==> config.mk <==
export PLATFORM = sky130hd
export DESIGN_NAME = xgmii_rx_deframer
export DESIGN_NICKNAME = d
export VERILOG_FILES = /design/src/rtl/xgmii_rx_deframer.sv
export SDC_FILE = /design/constraint.sdc
export NUM_CORES = 2
export LEC_CHECK = 0
export ABC_AREA = 0
export BUFFER_PORTS_ARGS = -buffer_cell sky130_fd_sc_hd__clkbuf_2
export CORE_UTILIZATION = 33
export CTS_CLUSTER_DIAMETER = 100
export DETAILED_ROUTE_END_ITERATION = 8
export GPL_TIMING_DRIVEN = 0
export PLACE_DENSITY_LB_ADDON = 0.3
export SKIP_LAST_GASP = 1
export SLEW_MARGIN = 20
export SYNTH_ARGS = -nofsm -noshare
export SYNTH_HDL_FRONTEND = slang
export SYNTH_SLANG_ARGS = --single-unit
==> constraint.sdc <==
create_clock -name clk -period 8 [get_ports clk]
set_input_delay 0.8 -clock clk [delete_from_list [all_inputs] [get_ports clk]]
set_output_delay 0.8 -clock clk [all_outputs]
set_load 0.02 [all_outputs]
==> src/rtl/xgmii_rx_deframer.sv <==
// Purpose: strips XGMII Start/Terminate framing into a 64-bit word stream with keep/sop/eop/err and frame counters.
// Latency: a data word on XGMII in cycle t is visible on rx_data in cycle t+2.
// Backpressure: rx_ready stalls a show-ahead output FIFO; a push into a full FIFO drops the rest of the frame.

// Purpose: small show-ahead FIFO, read data valid whenever not empty.
// Latency: a word pushed at a clock edge is readable right after that edge.
// Backpressure: caller must not push when full unless it pops in the same cycle.
module xgmii_rx_fifo #(
    parameter int W     = 8,
    parameter int DEPTH = 16
) (
    input  logic         clk,
    input  logic         rst_n,
    input  logic         push_vld,
    input  logic [W-1:0] push_dat,
    input  logic         pop,
    output logic [W-1:0] rd_dat,
    output logic         empty,
    output logic         full
);
    localparam int AW = $clog2(DEPTH);
    localparam logic [AW:0] FULL_CNT = (AW+1)'(DEPTH);

    logic [W-1:0]  mem [DEPTH];
    logic [AW-1:0] wr_ptr;
    logic [AW-1:0] rd_ptr;
    logic [AW:0]   count;

    // storage array carries no reset; its contents are qualified by count
    always_ff @(posedge clk) begin
        if (push_vld) mem[wr_ptr] <= push_dat;
    end

    // pointer and occupancy tracking
    always_ff @(posedge clk or negedge rst_n) begin
        if (!rst_n) begin
            wr_ptr <= '0;
            rd_ptr <= '0;
            count  <= '0;
        end else begin
            if (push_vld) wr_ptr <= wr_ptr + AW'(1);
            if (pop)      rd_ptr <= rd_ptr + AW'(1);
            case ({push_vld, pop})
                2'b10:   count <= count + (AW+1)'(1);
                2'b01:   count <= count - (AW+1)'(1);
                default: count <= count;
            endcase
        end
    end

    assign rd_dat = mem[rd_ptr];
    assign empty  = (count == '0);
    assign full   = (count == FULL_CNT);
endmodule

module xgmii_rx_deframer #(
    parameter int FIFO_DEPTH = 16
) (
    input  logic        clk,
    input  logic        rst_n,
    input  logic [63:0] xgmii_rxd,
    input  logic [7:0]  xgmii_rxc,
    output logic        rx_valid,
    output logic [63:0] rx_data,
    output logic [7:0]  rx_keep,
    output logic        rx_sop,
    output logic        rx_eop,
    output logic        rx_err,
    input  logic        rx_ready,
    output logic [15:0] rx_packet_count,
    output logic [15:0] rx_error_count,
    output logic [15:0] rx_drop_count
);
    typedef struct packed {
        logic [63:0] dat;
        logic [7:0]  keep;
        logic        sop;
        logic        eop;
        logic        err;
    } word_t;

    typedef enum logic [1:0] {IDLE, FRAME, DRAIN, DROP} state_t;

    state_t      state;
    logic [63:0] hold_dat;
    logic [7:0]  hold_keep;
    logic        hold_vld;
    logic        sop_pending;
    logic        abort_pending;

    logic        is_start, is_data, is_term;
    logic [2:0]  term_k;
    logic [7:0]  part_keep;
    logic [63:0] part_dat;

    word_t       push_word, rd_word;
    logic        frame_push, marker_push, push_vld, frame_drop, space, pop;
    logic        fifo_empty, fifo_full, err_evt;

    // decode the XGMII word: Start, plain data, or Terminate at the lowest flagged lane
    always_comb begin
        term_k = 3'd0;
        for (int k = 7; k >= 0; k--) begin
            if (xgmii_rxc[k]) term_k = 3'(k);
        end
        is_start  = (xgmii_rxc == 8'h01) && (xgmii_rxd[7:0] == 8'hFB);
        is_data   = (xgmii_rxc == 8'h00);
        is_term   = !is_data && (xgmii_rxd[{term_k, 3'b000} +: 8] == 8'hFD);
        part_keep = (8'h01 << term_k) - 8'h01;
        part_dat  = '0;
        for (int i = 0; i < 8; i++) begin
            if (part_keep[i]) part_dat[8*i +: 8] = xgmii_rxd[8*i +: 8];
        end
    end

    assign pop   = rx_valid && rx_ready;
    assign space = !fifo_full || pop;

    // choose this cycle's single FIFO push: held word first, abort marker only when the slot is free
    always_comb begin
        frame_push     = 1'b0;
        push_word.dat  = hold_dat;
        push_word.keep = hold_keep;
        push_word.sop  = sop_pending;
        push_word.eop  = 1'b0;
        push_word.err  = 1'b0;
        case (state)
            FRAME: begin
                frame_push    = hold_vld;
                push_word.eop = !is_data && !(is_term && term_k != 3'd0);
                push_word.err = !is_data && !is_term;
            end
            DRAIN: begin
                frame_push    = 1'b1;
                push_word.eop = 1'b1;
            end
            default: frame_push = 1'b0;
        endcase
        marker_push = abort_pending && !frame_push && space;
        if (marker_push) begin
            push_word.dat  = '0;
            push_word.keep = 8'h00;
            push_word.sop  = 1'b0;
            push_word.eop  = 1'b1;
            push_word.err  = 1'b1;
        end
        frame_drop = frame_push && !space;
        push_vld   = (frame_push && space) || marker_push;
        err_evt    = (state == FRAME) && !frame_drop &&
                     ((!is_data && !is_term) || (is_term && term_k == 3'd0 && !hold_vld));
    end

    // frame state machine and one-word hold register
    always_ff @(posedge clk or negedge rst_n) begin
        if (!rst_n) begin
            state         <= IDLE;
            hold_dat      <= '0;
            hold_keep     <= '0;
            hold_vld      <= 1'b0;
            sop_pending   <= 1'b0;
            abort_pending <= 1'b0;
        end else begin
            if (marker_push)                abort_pending <= 1'b0;
            if (frame_drop && !sop_pending) abort_pending <= 1'b1;
            if (frame_push && space)        sop_pending   <= 1'b0;
            case (state)
                IDLE: if (is_start) begin
                    state       <= FRAME;
                    sop_pending <= 1'b1;
                    hold_vld    <= 1'b0;
                end
                FRAME: begin
                    if (frame_drop) begin
                        state    <= DROP;
                        hold_vld <= 1'b0;
                    end else if (is_data) begin
                        hold_vld  <= 1'b1;
                        hold_dat  <= xgmii_rxd;
                        hold_keep <= 8'hFF;
                    end else if (is_term && term_k != 3'd0) begin
                        hold_vld  <= 1'b1;
                        hold_dat  <= part_dat;
                        hold_keep <= part_keep;
                        state     <= DRAIN;
                    end else begin
                        hold_vld <= 1'b0;
                        state    <= IDLE;
                    end
                end
                DRAIN: begin
                    hold_vld <= 1'b0;
                    if (is_start) begin
                        state       <= FRAME;
                        sop_pending <= 1'b1;
                    end else if (frame_drop) begin
                        state <= DROP;
                    end else begin
                        state <= IDLE;
                    end
                end
                DROP: begin
                    if (is_start) begin
                        state       <= FRAME;
                        sop_pending <= 1'b1;
                    end else if (xgmii_rxc != 8'h00) begin
                        state <= IDLE;
                    end
                end
                default: state <= IDLE;
            endcase
        end
    end

    function automatic logic [15:0] sat_inc(input logic [15:0] v);
        return (v == 16'hFFFF) ? v : v + 16'h0001;
    endfunction

    // saturating frame statistics
    always_ff @(posedge clk or negedge rst_n) begin
        if (!rst_n) begin
            rx_packet_count <= '0;
            rx_error_count  <= '0;
            rx_drop_count   <= '0;
        end else begin
            if (push_vld && push_word.eop && !push_word.err)
                rx_packet_count <= sat_inc(rx_packet_count);
            if (err_evt)    rx_error_count <= sat_inc(rx_error_count);
            if (frame_drop) rx_drop_count  <= sat_inc(rx_drop_count);
        end
    end

    xgmii_rx_fifo #(
        .W     ($bits(word_t)),
        .DEPTH (FIFO_DEPTH)
    ) u_fifo (
        .clk      (clk),
        .rst_n    (rst_n),
        .push_vld (push_vld),
        .push_dat (push_word),
        .pop      (pop),
        .rd_dat   (rd_word),
        .empty    (fifo_empty),
        .full     (fifo_full)
    );

    assign rx_valid = !fifo_empty;
    assign rx_data  = rx_valid ? rd_word.dat  : 64'h0;
    assign rx_keep  = rx_valid ? rd_word.keep : 8'h00;
    assign rx_sop   = rx_valid && rd_word.sop;
    assign rx_eop   = rx_valid && rd_word.eop;
    assign rx_err   = rx_valid && rd_word.err;
endmodule

# Yosys cells after proc, flatten, opt, wreduce, memory -nomap -nowiden
# Memory sizes are Yosys's and may differ from the RTL's.
# Index checks and enable logic that the tools add are counted.
[op_classes] n_bitwise=4 shifts=2 eq_ne=15 reduce_logical=51 n_addsub=8 n_mux=48
[op_table] operator="$mux 64" count=3
[op_table] operator="$mux 8" count=11
[op_table] operator="$mux 75" count=1
[op_table] operator="$shiftx 64x7->8" count=1
[op_table] operator="$add 16x1->16 const B" count=3
[op_table] operator="$eq 16x16->1 const B" count=3
[op_table] operator="$mux 3" count=8
[op_table] operator="$logic_and 1x1->1" count=20
[op_table] operator="$eq 8x8->1 const B" count=2
[op_table] operator="$mux 2" count=8
[op_table] operator="$mux 1" count=12
[op_table] operator="$logic_not 1->1" count=11
[op_table] operator="$pmux 5 s2" count=1
[op_table] operator="$add 4x1->4 const B" count=2
[op_table] operator="$eq 8x1->1 const B" count=1
[op_table] operator="$logic_not 8->1" count=1
[op_table] operator="$pmux 2 s4" count=1
[op_table] operator="$reduce_and 2->1" count=4
[op_table] operator="$reduce_bool 8->1" count=1
[op_table] operator="$shl 1x3->8 const A" count=1
[op_table] operator="$sub 8x1->8 const B" count=1
[op_table] operator="$eq 2x2->1 const B" count=3
[op_table] operator="$ne 3x3->1 const B" count=2
[op_table] operator="$reduce_and 3->1" count=2
[op_table] operator="15 further kinds" count=25
[word_totals] inputBits=75 ram_bits=1200 ff_bits=138 out_inout_bits=124 memories=1 elab_cells=141
[memory_table] memory="u_fifo.mem" words=16 word_bits=75 rd=1 rd_clocked_by_memory_dff=0 write_ports=1 line_no="24" text="logic [W-1:0] mem [DEPTH];"

# Logic depth before layout (Yosys ltp)
[logic_depth] ltp_word=19 depth_mapped=15 mapped_depth_nobuf=15

# Cells and area by module
# Synthesis repeated with hierarchy kept, for this count alone.
[unflattened] cells_unflattened=2704 hier_area_um2=52550.4
[modules_own_cells] module="xgmii_rx_fifo" area_each_um2=45631.3 cells_each=1931 seq_area_each_um2=36359.9 n_inst=1
[modules_own_cells] module="xgmii_rx_deframer" area_each_um2=6919.1 cells_each=773 seq_area_each_um2=3128.0 n_inst=1

# Worst setup path before layout
# No wires, ideal clock.
[synth_timing] path_kind="reg2reg" start="reg state[1]" end="mem u_fifo.mem[10][0] in the netlist's numbering, enable pin" slack_ns=4.136 arrival_time_ns=3.422 t_required_ns=7.559 path_stages_with_launch=9 path_cell_list="dfrtp_1 -> inv_1 -> ha_1 -> a21o_1 -> and2_1 -> o21a_1 -> inv_1 -> nor3b_1 -> and2_1"
[synth_via] elab_chain_len=8 elab_cells_between_ends=10 cone_classes="2 x eq/ne; 3 x mux; 5 x reduce/logical"
[synth_rtl] item="from (decl)" line_no="84" text="state_t state;"
[synth_rtl] item="from (signal assigned)" line_no="156" text="state <= IDLE;"
[synth_rtl] item="from (signal assigned)" line_no="168" text="state <= FRAME;"
[synth_rtl] item="from (signal assigned)" line_no="174" text="state <= DROP;"
[synth_rtl] item="$eq 2x2->1 or $eq 2x1->1 (tied branches)" line_no="127" text="case (state)"
[synth_rtl] item="$pmux 1 s2 *" line_no="127"
[synth_rtl] item="$logic_not 1->1" line_no="139" text="marker_push = abort_pending && !frame_push && space;"
[synth_rtl] item="$logic_and 1x1->1 (2 in series)" line_no="139"
[synth_rtl] item="$logic_or 1x1->1 *" line_no="148" text="push_vld = (frame_push && space) || marker_push;"
[synth_rtl] item="$mux 1 *" line_no="31" text="if (push_vld) mem[wr_ptr] <= push_dat;"
[synth_rtl] item="$mux 1 (not written as such) *" line_no="31"
[synth_rtl] item="to (decl)" line_no="24"
# Every way passes the cells marked *; elsewhere a longest branch is shown, timed or not.

# Worst setup path after layout
[layout_timing] start="reg u_fifo.rd_ptr[0]" end="out rx_data[48]"
[layout_via] elab_chain_len=2
[layout_rtl] item="from (decl)" line_no="26" text="logic [AW-1:0] rd_ptr;"
[layout_rtl] item="from (signal assigned)" line_no="42" text="if (pop) rd_ptr <= rd_ptr + AW'(1);"
[layout_rtl] item="$mem_v2 16x75"
[layout_rtl] item="$mux 64" line_no="247" text="assign rx_data = rx_valid ? rd_word.dat : 64'h0;"
[layout_rtl] item="to (decl)" line_no="64" text="output logic [63:0] rx_data,"
# No other way between the ends.

==> impl_metrics.prom <==
# TYPE chip_impl_metric gauge
chip_impl_metric{name="yosys_warnings",unit=""} 0
chip_impl_metric{name="place_hpwl",unit="µm"} 86050
chip_impl_metric{name="hold_ws",unit="ns"} 0.07759
chip_impl_metric{name="ys_seq_elements",unit=""} 1338
chip_impl_info{name="most_used_standard_cells_in_the_synthesized_netlist",value="sky130_fd_sc_hd__edfxtp_1 (1200), sky130_fd_sc_hd__mux4_2 (375), sky130_fd_sc_hd__and2_1 (167)"} 1
chip_impl_metric{name="final_core_utilization",unit="%"} 39.10
chip_impl_metric{name="yosysUniqueCellTypes",unit=""} 56
chip_impl_info{name="synth_ff_type",value="sky130_fd_sc_hd__edfxtp_1"} 1
chip_impl_metric{name="routed_wirelength",unit="µm"} 139100
chip_impl_metric{name="worst_max_slew_margin_expressed_relative_to_the_limit",unit="%"} 23.87
chip_impl_metric{name="cts.clk_slew.worst_paths",unit="ns"} 0.06
chip_impl_metric{name="number_of_antenna_violations_at_the_first_check_in_global_routing",unit=""} 18
chip_impl_metric{name="cts_sinks",unit=""} 1338
chip_impl_metric{name="tns",unit="ns"} 0
chip_impl_metric{name="grt_first_pass_wirelength",unit="µm"} 199500
chip_impl_metric{name="synth_area_per_cell",unit="µm²"} 21.23
chip_impl_metric{name="drt_first_iter_violations",unit=""} 2559
chip_impl_info{name="critical_path.cell_chain",value="clkbuf_1 > clkbuf_1 > buf_1 > mux4_2 > mux4_2 > and2_1 > clkbuf_2"} 1
chip_impl_metric{name="firstDrtPassIters",unit=""} 6
chip_impl_info{name="yosysMostFrequentCell",value="sky130_fd_sc_hd__edfxtp_1"} 1
chip_impl_metric{name="postCtsHoldBufs",unit=""} 0
chip_impl_metric{name="die_area",unit="mm²"} 0.1609
chip_impl_metric{name="worst-endpoint-arrival",unit="ns"} 4.52
chip_impl_info{name="timing.critical_path.max_delay_family",value="buffers and inverters"} 1
chip_impl_metric{name="final_clock_skew",unit="ns"} 0.02489
chip_impl_metric{name="synth-edff-count",unit=""} 1200
chip_impl_metric{name="inserted_clock_buffers",unit=""} 145
chip_impl_metric{name="async_flop_share",unit="%"} 10.31
chip_impl_metric{name="irDropWorstVdd",unit="mV"} 0.1567
chip_impl_metric{name="effective_utilization_at_floorplan",unit="%"} 33.22
chip_impl_metric{name="min_period_over_period",unit="%"} 66.45
chip_impl_info{name="tritoncts",value="built"} 1
chip_impl_metric{name="clock_latency",unit="ns"} 0.77
chip_impl_metric{name="gp_routability_congestion",unit=""} 0.7540
chip_impl_metric{name="power.density_cell_area",unit="mW/mm²"} 325.5
chip_impl_metric{name="crit_buf_inv",unit=""} 4
chip_impl_metric{name="grt_max_degree",unit=""} 72
chip_impl_metric{name="synth_fp_nets",unit=""} 2571
chip_impl_metric{name="worst-slew-pin-transition",unit="ns"} 1.142
chip_impl_info{name="synth_area_leader_cell",value="sky130_fd_sc_hd__edfxtp_1"} 1
chip_impl_metric{name="area_delta_synth_final",unit="%"} 17.69
chip_impl_metric{name="final_layout_size_suffix_gt1_share",unit="%"} 30.46
chip_impl_metric{name="number_of_hold_violations_in_the_final_report",unit=""} 0
chip_impl_metric{name="yosys.area.top_type_share",unit="%"} 68.56
chip_impl_metric{name="drv_slew",unit=""} 0
chip_impl_metric{name="routed_wire_length_per_instance",unit="µm"} 27.53
chip_impl_metric{name="placement.setup.worst_slack",unit="ns"} 3.339
chip_impl_metric{name="synth-seq-area-share",unit="%"} 75.13
chip_impl_metric{name="finish.cell_count_without_fillers",unit=""} 5053
chip_impl_info{name="hold_path.class",value="in -> async"} 1
chip_impl_info{name="cp_slowest_cell",value="sky130_fd_sc_hd__clkbuf_1"} 1
chip_impl_metric{name="cts_setup_buffers",unit=""} 0
chip_impl_info{name="outcome",value="complete, no violations"} 1
chip_impl_metric{name="routed_via_count",unit=""} 26010
chip_impl_metric{name="drc",unit=""} 0
chip_impl_info{name="netlist_top_cells_area",value="sky130_fd_sc_hd__edfxtp_1 (69%), sky130_fd_sc_hd__mux4_2 (16%), sky130_fd_sc_hd__dfrtp_1 (6.6%)"} 1
chip_impl_metric{name="cpPeakStageDelay",unit="ns"} 0.86
chip_impl_metric{name="io-pin-count",unit=""} 199
chip_impl_metric{name="place.port_buffers",unit=""} 196
chip_impl_metric{name="cts-resized-gates",unit=""} 0
chip_impl_metric{name="num-nets-final",unit=""} 2952
chip_impl_info{name="cp_endpoint_kind",value="output pin"} 1
chip_impl_metric{name="first_global_vias",unit=""} 27180
chip_impl_metric{name="report.final.setup_viol",unit=""} 0
chip_impl_metric{name="chipHeight",unit="µm"} 401.1
chip_impl_metric{name="synthesis.area",unit="mm²"} 0.05256
chip_impl_metric{name="post-route-worst-setup-slack",unit="ns"} 2.684
chip_impl_info{name="cp-start-kind",value="flip-flop"} 1
chip_impl_metric{name="core",unit="mm²"} 0.1582
chip_impl_metric{name="total_leakage_power",unit="nW"} 19.85
chip_impl_metric{name="grt_use_total",unit="%"} 17.38
chip_impl_metric{name="h-tree-depth",unit=""} 4
chip_impl_metric{name="globalRoute.totalOverflow",unit=""} 0
chip_impl_metric{name="dp_cells",unit=""} 4782
chip_impl_metric{name="drtAntennaViolNets",unit=""} 0
chip_impl_metric{name="die_x",unit="µm"} 401.1
chip_impl_metric{name="num_rows",unit=""} 146
chip_impl_metric{name="fmax",unit="GHz"} 0.1881
chip_impl_info{name="crit_type",value="reg -> out"} 1
chip_impl_metric{name="clock_path_buffers",unit=""} 3
chip_impl_metric{name="cap_violations",unit=""} 0
chip_impl_metric{name="crit_fanout",unit=""} 10
chip_impl_info{name="cts-root-buf",value="sky130_fd_sc_hd__clkbuf_16"} 1
chip_impl_metric{name="post-route-min-period",unit="ns"} 5.316
chip_impl_metric{name="detail_route.vias_per_cell",unit=""} 5.147
chip_impl_metric{name="critical_path_required",unit="ns"} 7.20
chip_impl_metric{name="postSynthCellCount",unit=""} 2476
chip_impl_info{name="rsz_0062_raised_after_global_routing",value="false"} 1
[cells by family after synthesis]
logic type	count (synthesis)	synth area share, %
xor+xnor	54	0.8999
buf+inv	144	1.133
mux	392	16.43
flops	1338	75.13
compound gates	111	1.531
simple gates	417	4.380
fa+ha+maj	20	0.4904
[metrics by stage]
stage / cell area, µm² / total power, W
floorplan: 52560 / 0.01174
global placement: 56130 / 0.01377
detailed placement: 57110 / 0.01381
CTS: 61830 / 0.02043
global route: 61850 / 0.02092
finish: 61850 / 0.02014
[placed cells by master, fill, tap and decap left out, types with 16 or more instances in the layout]
cell type,count
sky130_fd_sc_hd__edfxtp_1,1200
sky130_fd_sc_hd__mux4_2,375
sky130_fd_sc_hd__clkbuf_2,212
sky130_fd_sc_hd__and2_1,151
sky130_fd_sc_hd__clkbuf_16,150
sky130_fd_sc_hd__dfrtp_1,138
sky130_fd_sc_hd__nand2_1,101
sky130_fd_sc_hd__clkbuf_1,99
sky130_fd_sc_hd__o21ai_1,37
sky130_fd_sc_hd__nor2_1,35
sky130_fd_sc_hd__buf_2,32
sky130_fd_sc_hd__xnor2_1,32
sky130_fd_sc_hd__clkinv_1,28
sky130_fd_sc_hd__nand4_1,25
sky130_fd_sc_hd__a22o_1,25
sky130_fd_sc_hd__nand3_1,24
sky130_fd_sc_hd__buf_16,24
sky130_fd_sc_hd__xor2_1,22
sky130_fd_sc_hd__clkinv_2,22
sky130_fd_sc_hd__inv_1,20
sky130_fd_sc_hd__ha_1,19
sky130_fd_sc_hd__and3_1,17
sky130_fd_sc_hd__and2_4,16
[final cells by class]
| class | instances | area [µm²] |
|---|---|---|
| inverters | 20 | 75.07 |
| plain buffers | 124 | 549.3 |
| fillers | 14180 | 96340 |
| repair buffers | 234 | 1888 |
| clock inverters | 75 | 742.0 |
| well taps | 2072 | 2592 |
| flip-flops and latches | 1338 | 39490 |
| diodes | 3 | 7.507 |
| multi-input cells | 994 | 12530 |
| clock buffers | 193 | 3985 |
[worst paths after layout]
| check | from | end | slack (ns) | cells past startpoint |
|---|---|---|---|---|
| worst max-delay path | u_fifo.rd_ptr[0] | rx_data[48] | 2.68 | 7 |
| min in group clk | xgmii_rxd[25] | hold_dat[25] | 0.26 | 3 |
| worst max register to register | state[1] | hold_dat[40] | 4.16 | 10 |
| worst min register to register | hold_dat[41] | hold_dat[41] | 0.47 | 2 |
| worst min-delay path | rst_n | rx_packet_count[10] | 0.08 | 1 |
| max in group asynchronous | rst_n | hold_dat[38] | 6.98 | 2 |
[power by group]
| group | switching, W | internal, W | leakage (nW) | total (W) |
|---|---|---|---|---|
| Combinational | 0.00323 | 0.00234 | 5.39 | 0.00557 |
| Clock | 0.00274 | 0.00388 | 2.31 | 0.00661 |
| Sequential | 0.0000869 | 0.00786 | 12.1 | 0.00795 |
[metal layers]
layer	wire [µm]	part of all wire [%]	track usage [%]	vias up
met1	60180	43	24.15	13990
li1	-	-	-	10930
met4	3133	2.3	4.846	20
met2	66250	48	27.47	883
met3	9431	6.8	3.884	192
met5	126	0.091	0	-
[state kept, by name, indices dropped and copies added (netlist names)]
signal / count
abort_pending: 1
hold_dat: 64
hold_keep: 8
hold_vld: 1
rx_drop_count: 16
rx_error_count: 16
rx_packet_count: 16
sop_pending: 1
state: 2
u_fifo.count: 5
u_fifo.mem: 1200
u_fifo.rd_ptr: 4
u_fifo.wr_ptr: 4
Power figures use the tool's default switching activity.
